--- config.mk ---
export PLATFORM = sky130hd
export DESIGN_NAME = timer_controller_flat
export DESIGN_NICKNAME = d
export VERILOG_FILES = /design/src/rtl/timer_pkg.sv /design/src/rtl/timer_controller_if.sv /design/src/rtl/timer_controller_button_edge.sv /design/src/rtl/timer_controller.sv /design/src/flat_wrapper.sv
export SDC_FILE = /design/constraint.sdc
export NUM_CORES = 1
export LEC_CHECK = 0
export CAP_MARGIN = 25
export CORE_ASPECT_RATIO = 1.2
export CORE_MARGIN = 2
export CORE_UTILIZATION = 25
export DETAILED_ROUTE_END_ITERATION = 10
export GPL_TIMING_DRIVEN = 0
export SYNTH_ARGS = -nofsm -noshare
export SYNTH_HDL_FRONTEND = slang
export SYNTH_HIERARCHICAL = 1
export SYNTH_SLANG_ARGS = --single-unit
--- constraint.sdc ---
create_clock -name clk -period 1.7 [get_ports clk]
set_input_delay 0.255 -clock clk [delete_from_list [all_inputs] [get_ports clk]]
set_output_delay 0.255 -clock clk [all_outputs]
set_load 0.02 [all_outputs]
--- src/rtl/timer_pkg.sv ---
// Shared definitions for the countdown timer controller.
//   STATE_W : width of the controller state register / debug LED bus
//   state_e : controller states, encoded as the debug LEDs show them
package timer_pkg;

  localparam int STATE_W = 2;

  typedef enum logic [STATE_W-1:0] {
    ST_IDLE    = 2'd0,
    ST_RUNNING = 2'd1,
    ST_PAUSED  = 2'd2,
    ST_EXPIRED = 2'd3
  } state_e;

endpackage

--- src/rtl/timer_controller_if.sv ---
// Signal bundle between the timer controller and its counter/display datapath.
//   slave  : controller side (takes tick, buttons, preset, all_zero;
//            drives count_load, count_enable, alarm, display_blank, state)
//   master : datapath / environment side (mirror image)
interface timer_controller_if #(
  parameter int MIN_W = 2
);
  import timer_pkg::*;

  logic                tick_1hz;
  logic                start_stop;
  logic                clear;
  logic [MIN_W-1:0]    start_minutes;
  logic                all_zero;
  logic                count_load;
  logic                count_enable;
  logic                alarm;
  logic                display_blank;
  logic [STATE_W-1:0]  state;

  modport slave (
    input  tick_1hz, start_stop, clear, start_minutes, all_zero,
    output count_load, count_enable, alarm, display_blank, state
  );

  modport master (
    output tick_1hz, start_stop, clear, start_minutes, all_zero,
    input  count_load, count_enable, alarm, display_blank, state
  );

endinterface

--- src/rtl/timer_controller_button_edge.sv ---
// Button conditioner: two-flop synchronizer followed by a rising-edge detector.
// A held level produces exactly one press pulse, one clk wide.
//   clk   : system clock
//   reset : synchronous active-high reset
//   raw   : asynchronous button level
//   press : one-clk pulse on a synchronized rising edge
module button_edge (
  input  logic clk,
  input  logic reset,
  input  logic raw,
  output logic press
);

  logic       sync1_r;
  logic       sync2_r;
  logic       prev_r;
  // Fills with ones after reset; prev_r only holds a real button sample once
  // the top bit is set, so a button held through reset never looks like a rise.
  logic [2:0] fill_r;

  // Synchronizer, edge-detect history and post-reset fill tracker.
  always_ff @(posedge clk) begin
    if (reset) begin
      sync1_r <= 1'b0;
      sync2_r <= 1'b0;
      prev_r  <= 1'b0;
      fill_r  <= 3'b000;
    end else begin
      sync1_r <= raw;
      sync2_r <= sync1_r;
      prev_r  <= sync2_r;
      fill_r  <= {fill_r[1:0], 1'b1};
    end
  end

  assign press = sync2_r & ~prev_r & fill_r[2];

endmodule

--- src/rtl/timer_controller.sv ---
// Countdown timer control FSM (IDLE / RUNNING / PAUSED / EXPIRED).
// Optional feature macro: TIMER_ALARM_TIMEOUT_EN -- when defined, EXPIRED
// returns to IDLE by itself after ALARM_SECONDS tick_1hz pulses.
//   clk   : system clock, rising edge
//   reset : synchronous active-high reset
//   bus   : timer_controller_if.slave (tick, buttons, preset, all_zero in;
//           count_load, count_enable, alarm, display_blank, state out)
module timer_controller
  import timer_pkg::*;
#(
  parameter int ALARM_SECONDS = 10,
  parameter int MIN_W         = 2
) (
  input  logic               clk,
  input  logic               reset,
  timer_controller_if.slave  bus
);

  state_e state_r;
  logic   count_load_r;
  logic   alarm_r;
  logic   blank_r;
  logic   ss_press_s;
  logic   clr_press_s;
  logic   minutes_set_s;

`ifdef TIMER_ALARM_TIMEOUT_EN
  localparam int CNT_W = $clog2(ALARM_SECONDS + 1);
  logic [CNT_W-1:0] tick_cnt_r;
`endif

  button_edge u_ss_edge (
    .clk   (clk),
    .reset (reset),
    .raw   (bus.start_stop),
    .press (ss_press_s)
  );

  button_edge u_clr_edge (
    .clk   (clk),
    .reset (reset),
    .raw   (bus.clear),
    .press (clr_press_s)
  );

  assign minutes_set_s = (bus.start_minutes != MIN_W'(0));

  // Controller FSM; outputs are computed from the next state so they are
  // registered yet line up with the state they belong to.
  always_ff @(posedge clk) begin
    if (reset) begin
      state_r      <= ST_IDLE;
      count_load_r <= 1'b0;
      alarm_r      <= 1'b0;
      blank_r      <= 1'b0;
`ifdef TIMER_ALARM_TIMEOUT_EN
      tick_cnt_r   <= '0;
`endif
    end else begin
      // Defaults: leaving EXPIRED (or never being there) clears alarm state.
      count_load_r <= 1'b0;
      alarm_r      <= 1'b0;
      blank_r      <= 1'b0;
`ifdef TIMER_ALARM_TIMEOUT_EN
      tick_cnt_r   <= '0;
`endif
      case (state_r)
        ST_IDLE: begin
          if (ss_press_s && minutes_set_s) begin
            state_r <= ST_RUNNING;
          end else begin
            state_r      <= ST_IDLE;
            count_load_r <= 1'b1;
          end
        end
        ST_RUNNING: begin
          if (clr_press_s) begin
            state_r      <= ST_IDLE;
            count_load_r <= 1'b1;
          end else if (bus.all_zero) begin
            state_r <= ST_EXPIRED;
            alarm_r <= 1'b1;
          end else if (ss_press_s) begin
            state_r <= ST_PAUSED;
          end else begin
            state_r <= ST_RUNNING;
          end
        end
        ST_PAUSED: begin
          if (clr_press_s) begin
            state_r      <= ST_IDLE;
            count_load_r <= 1'b1;
          end else if (ss_press_s) begin
            state_r <= ST_RUNNING;
          end else begin
            state_r <= ST_PAUSED;
          end
        end
        ST_EXPIRED: begin
          if (clr_press_s || ss_press_s) begin
            state_r      <= ST_IDLE;
            count_load_r <= 1'b1;
          end else begin
`ifdef TIMER_ALARM_TIMEOUT_EN
            // Auto-return on the tick that completes ALARM_SECONDS.
            if (bus.tick_1hz && (tick_cnt_r == CNT_W'(ALARM_SECONDS - 1))) begin
              state_r      <= ST_IDLE;
              count_load_r <= 1'b1;
            end else begin
              state_r    <= ST_EXPIRED;
              alarm_r    <= 1'b1;
              blank_r    <= bus.tick_1hz ? ~blank_r : blank_r;
              tick_cnt_r <= bus.tick_1hz ? (tick_cnt_r + CNT_W'(1)) : tick_cnt_r;
            end
`else
            state_r <= ST_EXPIRED;
            alarm_r <= 1'b1;
            blank_r <= bus.tick_1hz ? ~blank_r : blank_r;
`endif
          end
        end
        default: begin
          state_r      <= ST_IDLE;
          count_load_r <= 1'b1;
        end
      endcase
    end
  end

  // Decrement strobe must follow tick_1hz with no latency.
  assign bus.count_enable  = (state_r == ST_RUNNING) & bus.tick_1hz & ~bus.all_zero;
  assign bus.count_load    = count_load_r;
  assign bus.alarm         = alarm_r;
  assign bus.display_blank = blank_r;
  assign bus.state         = state_r;

endmodule

--- src/flat_wrapper.sv ---
// flat-port wrapper written by rule: the top's interface ports become plain ports
module timer_controller_flat import timer_pkg::*;
#(
  parameter int ALARM_SECONDS = 10,
  parameter int MIN_W         = 2
)
  (clk, reset, bus_tick_1hz, bus_start_stop, bus_clear, bus_start_minutes, bus_all_zero, bus_count_load, bus_count_enable, bus_alarm, bus_display_blank, bus_state);
  timer_controller_if #(.MIN_W(MIN_W)) bus_i ();
  input  logic clk;
  input  logic reset;
  input wire logic [$bits(bus_i.tick_1hz)-1:0] bus_tick_1hz;
  input wire logic [$bits(bus_i.start_stop)-1:0] bus_start_stop;
  input wire logic [$bits(bus_i.clear)-1:0] bus_clear;
  input wire logic [$bits(bus_i.start_minutes)-1:0] bus_start_minutes;
  input wire logic [$bits(bus_i.all_zero)-1:0] bus_all_zero;
  output wire logic [$bits(bus_i.count_load)-1:0] bus_count_load;
  output wire logic [$bits(bus_i.count_enable)-1:0] bus_count_enable;
  output wire logic [$bits(bus_i.alarm)-1:0] bus_alarm;
  output wire logic [$bits(bus_i.display_blank)-1:0] bus_display_blank;
  output wire logic [$bits(bus_i.state)-1:0] bus_state;
  assign bus_i.tick_1hz = bus_tick_1hz;
  assign bus_i.start_stop = bus_start_stop;
  assign bus_i.clear = bus_clear;
  assign bus_i.start_minutes = bus_start_minutes;
  assign bus_i.all_zero = bus_all_zero;
  assign bus_count_load = bus_i.count_load;
  assign bus_count_enable = bus_i.count_enable;
  assign bus_alarm = bus_i.alarm;
  assign bus_display_blank = bus_i.display_blank;
  assign bus_state = bus_i.state;
  timer_controller #(.ALARM_SECONDS(ALARM_SECONDS), .MIN_W(MIN_W)) u_core (.clk(clk), .reset(reset), .bus(bus_i));
endmodule
# ---- Word-level counts from Yosys, hierarchy flattened
# Cells that the tools add are included.
# W data, S select, Z words.
dict set report totals {
  reg_bits 17
  latchBits 0
  ramBits 0
  rom_bits 0
  inputBits 8
  out_inout_bits 6
  wordCells 52
  memories 0
}
dict set report op_classes {
  n_addsub 0
  multipliers 0
  div_mod_pow 0
  order_cmp 0
  n_eq_ne 3
  shifts 0
  mux 18
  bitwise_logic 11
  reduce_logical 6
}
# op n
set op_table {}
lappend op_table {{$mux W2} 6}
lappend op_table {{$mux W1} 9}
lappend op_table {{$pmux W2 S4} 1}
lappend op_table {{$and A1 B1 Y1} 6}
lappend op_table {{$not A1 Y1} 5}
lappend op_table {{$eq A2 B2 Y1 const B} 2}
lappend op_table {{$pmux W1 S3} 1}
lappend op_table {{$reduce_or A3 Y1} 1}
lappend op_table {{$eq A2 B1 Y1 const B} 1}
lappend op_table {{$logic_not A2 Y1} 1}
lappend op_table {{$pmux W1 S2} 1}
lappend op_table {{$reduce_bool A2 Y1} 1}
lappend op_table {{$reduce_or A2 Y1} 1}
lappend op_table {{$logic_and A1 B1 Y1} 1}
lappend op_table {{$logic_or A1 B1 Y1} 1}

# ---- Logic depth before layout (Yosys ltp)
# Gate-level depths: netlist of run 1.
dict set report depth {
  depth_word 7
  ltp_mapped 5
  ltp_nobuf 5
}

# ---- By module
# Netlist of run 1, hierarchy kept.
# module n_inst cells_each area_per_inst_um2 seq_area_each_um2
set by_module_without_submodules {}
lappend by_module_without_submodules {timer_controller 1 33 329.1 100.1}
lappend by_module_without_submodules {button_edge 2 13 163.9 120.1}

# ---- Worst setup path after synthesis of run 1
# Ideal clock, no wire load.
dict set report synth_timing {
  path_kind {flip-flop to flip-flop}
  startpoint {register u_core.state_r[1], in the netlist u_core/bus.state[1]}
  endpoint {register u_core.state_r[0], in the netlist u_core/bus.state[0]}
  setup_ns 0.120
  arrival_ns 1.187
  t_required_ns 1.580
  path_slack_ns 0.394
  path_stages_with_launch 5
  path_buffers 0
  period_less_slack_ns 1.306
  cell_sequence {dfxtp_1 > inv_1 > ha_1 > nor3b_1 > o31a_1}
}
dict set report synth_via {
  elab_chain_cells 2
  word_cells_on_any_way 5
  classes_between {3 x eq/ne; 1 x mux; 1 x reduce/logical}
}
# element line_no
set synth_lines {}
lappend synth_lines {{from (decl)} timer_controller.sv:19} ;# state_e state_r;
lappend synth_lines {{from (signal assigned)} timer_controller.sv:52} ;# state_r <= ST_IDLE;
lappend synth_lines {{from (signal assigned)} timer_controller.sv:70} ;# state_r <= ST_RUNNING;
lappend synth_lines {{from (signal assigned)} timer_controller.sv:72} ;# state_r <= ST_IDLE;
lappend synth_lines {{$eq A2 B2 Y1 (tied with other cells)} timer_controller.sv:67} ;# case (state_r)
lappend synth_lines {{$pmux W2 S4 (*)} timer_controller.sv:67}
# Every way passes the cells marked *; elsewhere a longest branch is shown, timed or not.
# A chain may end at the register's enable or synchronous reset.

# ---- Worst setup path in the final report of run 1
dict set report layout_timing {
  startpoint {register u_core.state_r[0], in the netlist u_core/bus.state[0]}
  endpoint {output bus_state[0]}
}
# element line_no
set layout_lines {}
lappend layout_lines {{to (decl)} flat_wrapper.sv:20} ;# output wire logic [$bits(bus_i.state)-1:0] bus_state;
# No word-level cell between the ends.

==> flow_summary.toml, run 1 <==
[global_route]
antenna_found_initial = 0
grt_pass1_wl_um = 1770
grt-ovfl-total = 0
grt_pass1_vias = 439
grt.total_usage = 0.0801
grt_start_max_net_pins = 18

[synth]
yosys.area.top_type = "dfxtp_1"
synth_area_leaders = "dfxtp_1, ha_1, nor2b_1"
ys_warn_count = 6
syn_nets = 73
ys_seq_area_frac = 0.518
yosysUniqueCellTypes = 20
synth_top_flop_cell = "dfxtp_1"
avgSynthCellArea_um2 = 11.1
ys_ff_latch = 17
synthTopCellsByCount = "dfxtp_1, nor2b_1, ha_1"
synth_edf_count = 0
netlist_area_um2 = 657
async_flop_share = 0
syn_inst = 59
synth.top_cell.area_share = 0.518
synth.most_common_cell = "dfxtp_1"

[worst_hold_path]
min_from = "u_core/u_ss_edge/sync1_r"
min_path_cells = 1
hold_path_class = "reg2reg"
holdPathEnd = "u_core/u_ss_edge/sync2_r"

[timing]
fin_hold_ws_ns = 0.445
max_freq_mhz = 633
drv_slew = 0
hold_viol = 0
fin_worst_skew_ns = 0.00370
rsz0062_at_grt = "no"
tns_ns = 0
max_slew_margin = 0.625
min_period_ns = 1.58
fin_crit_sh = 0.929
setup_viol = 0
worstMarginPinSlew_ns = 0.560

[cells_and_area]
final_cells = 109
multi_input_area_um2 = 302
fillers = 267
drive_above_1_share = 0.118
diodes = 0
area_growth_pct = 29.7
seqCellArea_um2 = 342
fin_nets = 91

[worst_setup_path]
critPathCaptureType = "output pin"
criticalPathCategory = "reg2out"
rrSetupSlack_ns = 0.48
rr_startpoint = "u_core/bus.state[0]"
path_max_fanout = 5
cp.arrival_ns = 1.32
path_buf_inv = 1
crit_path_cell_trace = "clkdlybuf4s50_1"
rr_worst_depth = 5
critPathTopFamily = "buffers and inverters"
cp_slowest_cell = "clkdlybuf4s50_1"
cpPeakStageDelay_ns = 0.63
reg2reg_to = "u_core/bus.state[0]"
crit_required_ns = 1.44
start_kind = "flop"

[cts]
cts_sinks = 17
cts_setup_buffers = 0
cts_tree = "yes"
root_buffer = "clkbuf_4"
clk_path_buf_depth = 2
cts_resized = 2
insertion_delay_ns = 0.28
hold_buffers = 0
ctsHtreeMaxLevel = 1
cts_buffers = 3
cts.clk_slew.worst_paths_ns = 0.09

[detailed_routing]
drtIter0Drc = 2
first_pass_iters = 2
final_antenna_net_count = 0
avgRoutedWirePerCell_um = 8.90
vias = 449
wl_um = 970
viasPerCell = 4.12
drc = 0

[floorplan]
start_util = 0.260
core-area_um2 = 2530
fp.dieH_um = 60.2
rows = 20
die_area_um2 = 3060
io_pins = 14
die_x_um = 50.8

[placement]
port_buffers = 13
dp_cells = 105
place_hpwl_um = 705
gp_congestion = 0.724

[power]
power_density_nw_per_um2 = 779
p_total_uw = 664
p_leak_nw = 0.330
ir_drop_mv = 0.428

[flow_run]
cap_violations = 0

[status]
status = "completed"
-- worst max path at each step --
stage	startpoint	end	slack (ns)	cells after the start
final	u_core/bus.state[0]	bus_state[0]	0.12	1
after detailed placement	bus_all_zero	bus_count_enable	-0.08	3
after global routing	u_core/bus.state[0]	bus_state[0]	0.05	1
after global placement	bus_all_zero	bus_count_enable	-0.08	3
after CTS	u_core/bus.state[1]	bus_count_enable	0.02	4
after floorplan	u_core/bus.state[1]	u_core/bus.state[0]	0.39	4
-- cell families (layout without fill, tap and decap cells) --
family / Yosys count / count (layout) / share of synthesized area
and+or+nand+nor: 18 / 18 / 0.185
adders and majority gates: 6 / 6 / 0.114
xor gates and xnor gates: 1 / 1 / 0.0133
AOI/OAI and AO/OA: 13 / 13 / 0.147
DFF: 17 / 17 / 0.518
buffers and inverters: 4 / 21 / 0.0229
-- power breakdown --
group          total [mW]  switching (mW)  internal [mW]  leakage, nW
Clock               0.207           0.119         0.0873       0.0177
Sequential          0.415         0.00291          0.412        0.141
Combinational      0.0423          0.0163         0.0260        0.172
Total               0.664           0.139          0.525        0.330
-- worst reg2reg max path, delay by kind of cell (launching register included) --
kind / cells / cell delay (ns)
flops: 1 / 0.41
compound gates: 2 / 0.29
fa+ha+maj: 1 / 0.24
buf+inv: 1 / 0.11
simple gates: 1 / 0.07
-- per-stage QoR --
stage               area, um^2  utilization  setup WS, ns
detailed placement         828        0.328       -0.0750
global route               852        0.337        0.0513
CTS                        856        0.339        0.0164
finish                     852        0.337         0.120
floorplan                  657            -         0.394
global placement           828        0.328       -0.0798
-- layout by cell type, fill, tap and decap left out, drive strengths merged, types with 3 or more instances in the layout --
cell,synthesis,final
and3b,3,3
nor2b,11,11
dfxtp,17,17
a21oi,3,3
inv,4,4
ha,6,6
clkbuf,0,4
clkdlybuf4s50,0,12
o21ai,3,3
-- metal layers --
| metal | vias up | global-route usage | share of wire |
|---|---|---|---|
| met2 | 11 | 0.130 | 0.50 |
| li1 | 236 | - | - |
| met3 | 2 | 0.0175 | 0.060 |
| met4 | 0 | 0.0695 | 0.010 |
| met5 | - | 0 | 0 |
| met1 | 200 | 0.0888 | 0.43 |
-- area by class of cell --
class | instances | share of cell area
inverter | 4 | 0.0176
sequential | 17 | 0.401
timing repair buffer | 13 | 0.147
tap | 33 | 0.0485
clock buffer | 3 | 0.0264
multi-input combinational | 38 | 0.354
clock inverter | 1 | 0.00587
Power figures use the tool's default switching activity.
==> inputs of run 2 (changes only) <==
--- a/config.mk
+++ b/config.mk
@@ -5,12 +5,11 @@
 export SDC_FILE = /design/constraint.sdc
 export NUM_CORES = 1
 export LEC_CHECK = 0
-export CAP_MARGIN = 25
+export CAP_MARGIN = 20
 export CORE_ASPECT_RATIO = 1.2
 export CORE_MARGIN = 2
 export CORE_UTILIZATION = 25
 export DETAILED_ROUTE_END_ITERATION = 10
-export GPL_TIMING_DRIVEN = 0
 export SYNTH_ARGS = -nofsm -noshare
 export SYNTH_HDL_FRONTEND = slang
 export SYNTH_HIERARCHICAL = 1
==> constraint.sdc (replaced) <==
create_clock -name clk -period 1.7 [get_ports clk]
set_input_delay 0.255 -clock clk [delete_from_list [all_inputs] [get_ports clk]]
set_output_delay 0.255 -clock clk [all_outputs]
set_load 0.01 [all_outputs]
==> run 2 against run 1 <==
Register-to-register slack barely moved. Clock-buffer cell count grew 1. Design area grew 2.9%. Critical path depth grew 3. Routed wire length increased by 3.5%. Combinational power up 10%. Worst hold slack hardly changed. Final cell count grew 2.8%. Sequential share of layout area decreased by 1.1 points. Critical endpoint is now bus_count_enable.
==> flow_summary.toml, run 2 (synthesized netlist as in run 1, its figures left out) <==
[cells_and_area]
diodes = 0
drive_above_1_share = 0.139
final_cell_mix = "dfxtp_1, clkdlybuf4s50_1, nor2b_1"
final_area_um2 = 877
layout_commonest_cell = "dfxtp_1"
final_cells = 112
fillers = 259
area_growth_pct = 33.5
fin_nets = 94
fin_util = 0.347

[floorplan]
rows = 20
die_area_um2 = 3060
io_pins = 14
start_util = 0.260
core-area_um2 = 2530
fp.dieH_um = 60.2
die_x_um = 50.8

[power]
p_leak_nw = 0.346
ir_drop_mv = 0.459
power_switching_uw = 135
clockPowerShare = 0.309
power_frac_comb = 0.070
pwr-share-seq = 0.621
p_total_uw = 668
p_sw_frac = 0.202
internal-power_uw = 533
power_density_nw_per_um2 = 762

[timing]
setup_ws_ns = 0.126
max_slew_margin = 0.843
rsz0062_at_grt = "no"
max_freq_mhz = 635
drv_slew = 0
fin_worst_skew_ns = 0.00233
fin_crit_sh = 0.926
min_period_ns = 1.57
fin_hold_ws_ns = 0.445
setup_viol = 0
worstMarginPinSlew_ns = 0.235
tns_ns = 0
hold_viol = 0

[worst_setup_path]
path_max_fanout = 4
criticalPathCategory = "reg2out"
cp.arrival_ns = 1.32
cpPeakStageDelay_ns = 0.37
critPathCaptureType = "output pin"
start_kind = "flop"
crit_path_cell_trace = "inv_2 -> ha_1 -> and3b_1 -> dlygate4sd2_1"
crit_required_ns = 1.44
cp_slowest_cell = "dfxtp_2"

[placement]
place_ws_ns = 0.0413
dp_cells = 108
gp_congestion = 0.757
port_buffers = 13
placed_area_um2 = 851
place_hpwl_um = 758

[detailed_routing]
drtIter0Drc = 1
viasPerCell = 4.11
drc = 0
vias = 460
first_pass_iters = 2
wl_um = 1000
avgRoutedWirePerCell_um = 8.96
final_antenna_net_count = 0

[cts]
insertion_delay_ns = 0.28
cts_buffers = 3
clk_path_buf_depth = 2
hold_buffers = 0
cts.clk_slew.worst_paths_ns = 0.09
root_buffer = "clkbuf_4"
ctsHtreeMaxLevel = 1
cts_setup_buffers = 0
cts_sinks = 17
cts_tree = "yes"

[global_route]
grt_pass1_vias = 468
grt.total_usage = 0.0831
grt_pass1_wl_um = 1870
grt_start_max_net_pins = 18
antenna_found_initial = 0
grt-ovfl-total = 0

[status]
status = "completed"

[worst_hold_path]
hold_path_class = "reg2reg"

[flow_run]
cap_violations = 0
run 2: power by group through the flow:
stage / clock [mW] / sequential (mW) / combinational (mW)
after floorplan: 0 / 0.425 / 0.0131
after global placement: 0 / 0.424 / 0.0463
after detailed placement: 0 / 0.425 / 0.0472
after CTS: 0.218 / 0.415 / 0.0476
after global routing: 0.234 / 0.417 / 0.0531
final: 0.206 / 0.415 / 0.0467
run 2: what timing repair did:
action,CTS,global route
resized for setup,3,0
setup endpoints to repair,1,0
hold endpoints to repair,0,0
run 2: cell type report:
| cell class | count | area, um^2 | share of cell area |
|---|---|---|---|
| multi-input cells | 38 | 302 | 0.344 |
| flip-flops and latches | 17 | 342 | 0.389 |
| repair buffers | 16 | 151 | 0.173 |
| well taps | 33 | 41.3 | 0.0471 |
| clock buffers | 4 | 26.3 | 0.0300 |
| inverters | 4 | 15.0 | 0.0171 |
run 2: worst paths after layout:
path | startpoint | to | slack, ns | depth (start not counted)
setup reg to reg | u_core/bus.state[0] | u_core/bus.state[0] | 0.48 | 5
hold / removal | u_core/u_clr_edge/sync1_r | u_core/u_clr_edge/sync2_r | 0.44 | 1
hold reg to reg | u_core/u_clr_edge/sync1_r | u_core/u_clr_edge/sync2_r | 0.44 | 1
setup / recovery | u_core/bus.state[1] | bus_count_enable | 0.13 | 4
run 2: worst max-delay path: cells and delay by family (launching register included):
kind	cells	cell delay, ns
simple gates	1	0.15
fa+ha+maj	1	0.19
buf+inv	2	0.33
flops	1	0.37
run 2: metal layers:
metal / global-route usage / vias to the layer above / wire length [um] / part of all wire
li1: - / 240 / - / -
met1: 0.0838 / 209 / 432 / 0.43
met2: 0.143 / 9 / 515 / 0.51
met3: 0.0225 / 2 / 45 / 0.045
met4: 0.0695 / 0 / 10 / 0.010
met5: 0 / - / 0 / 0
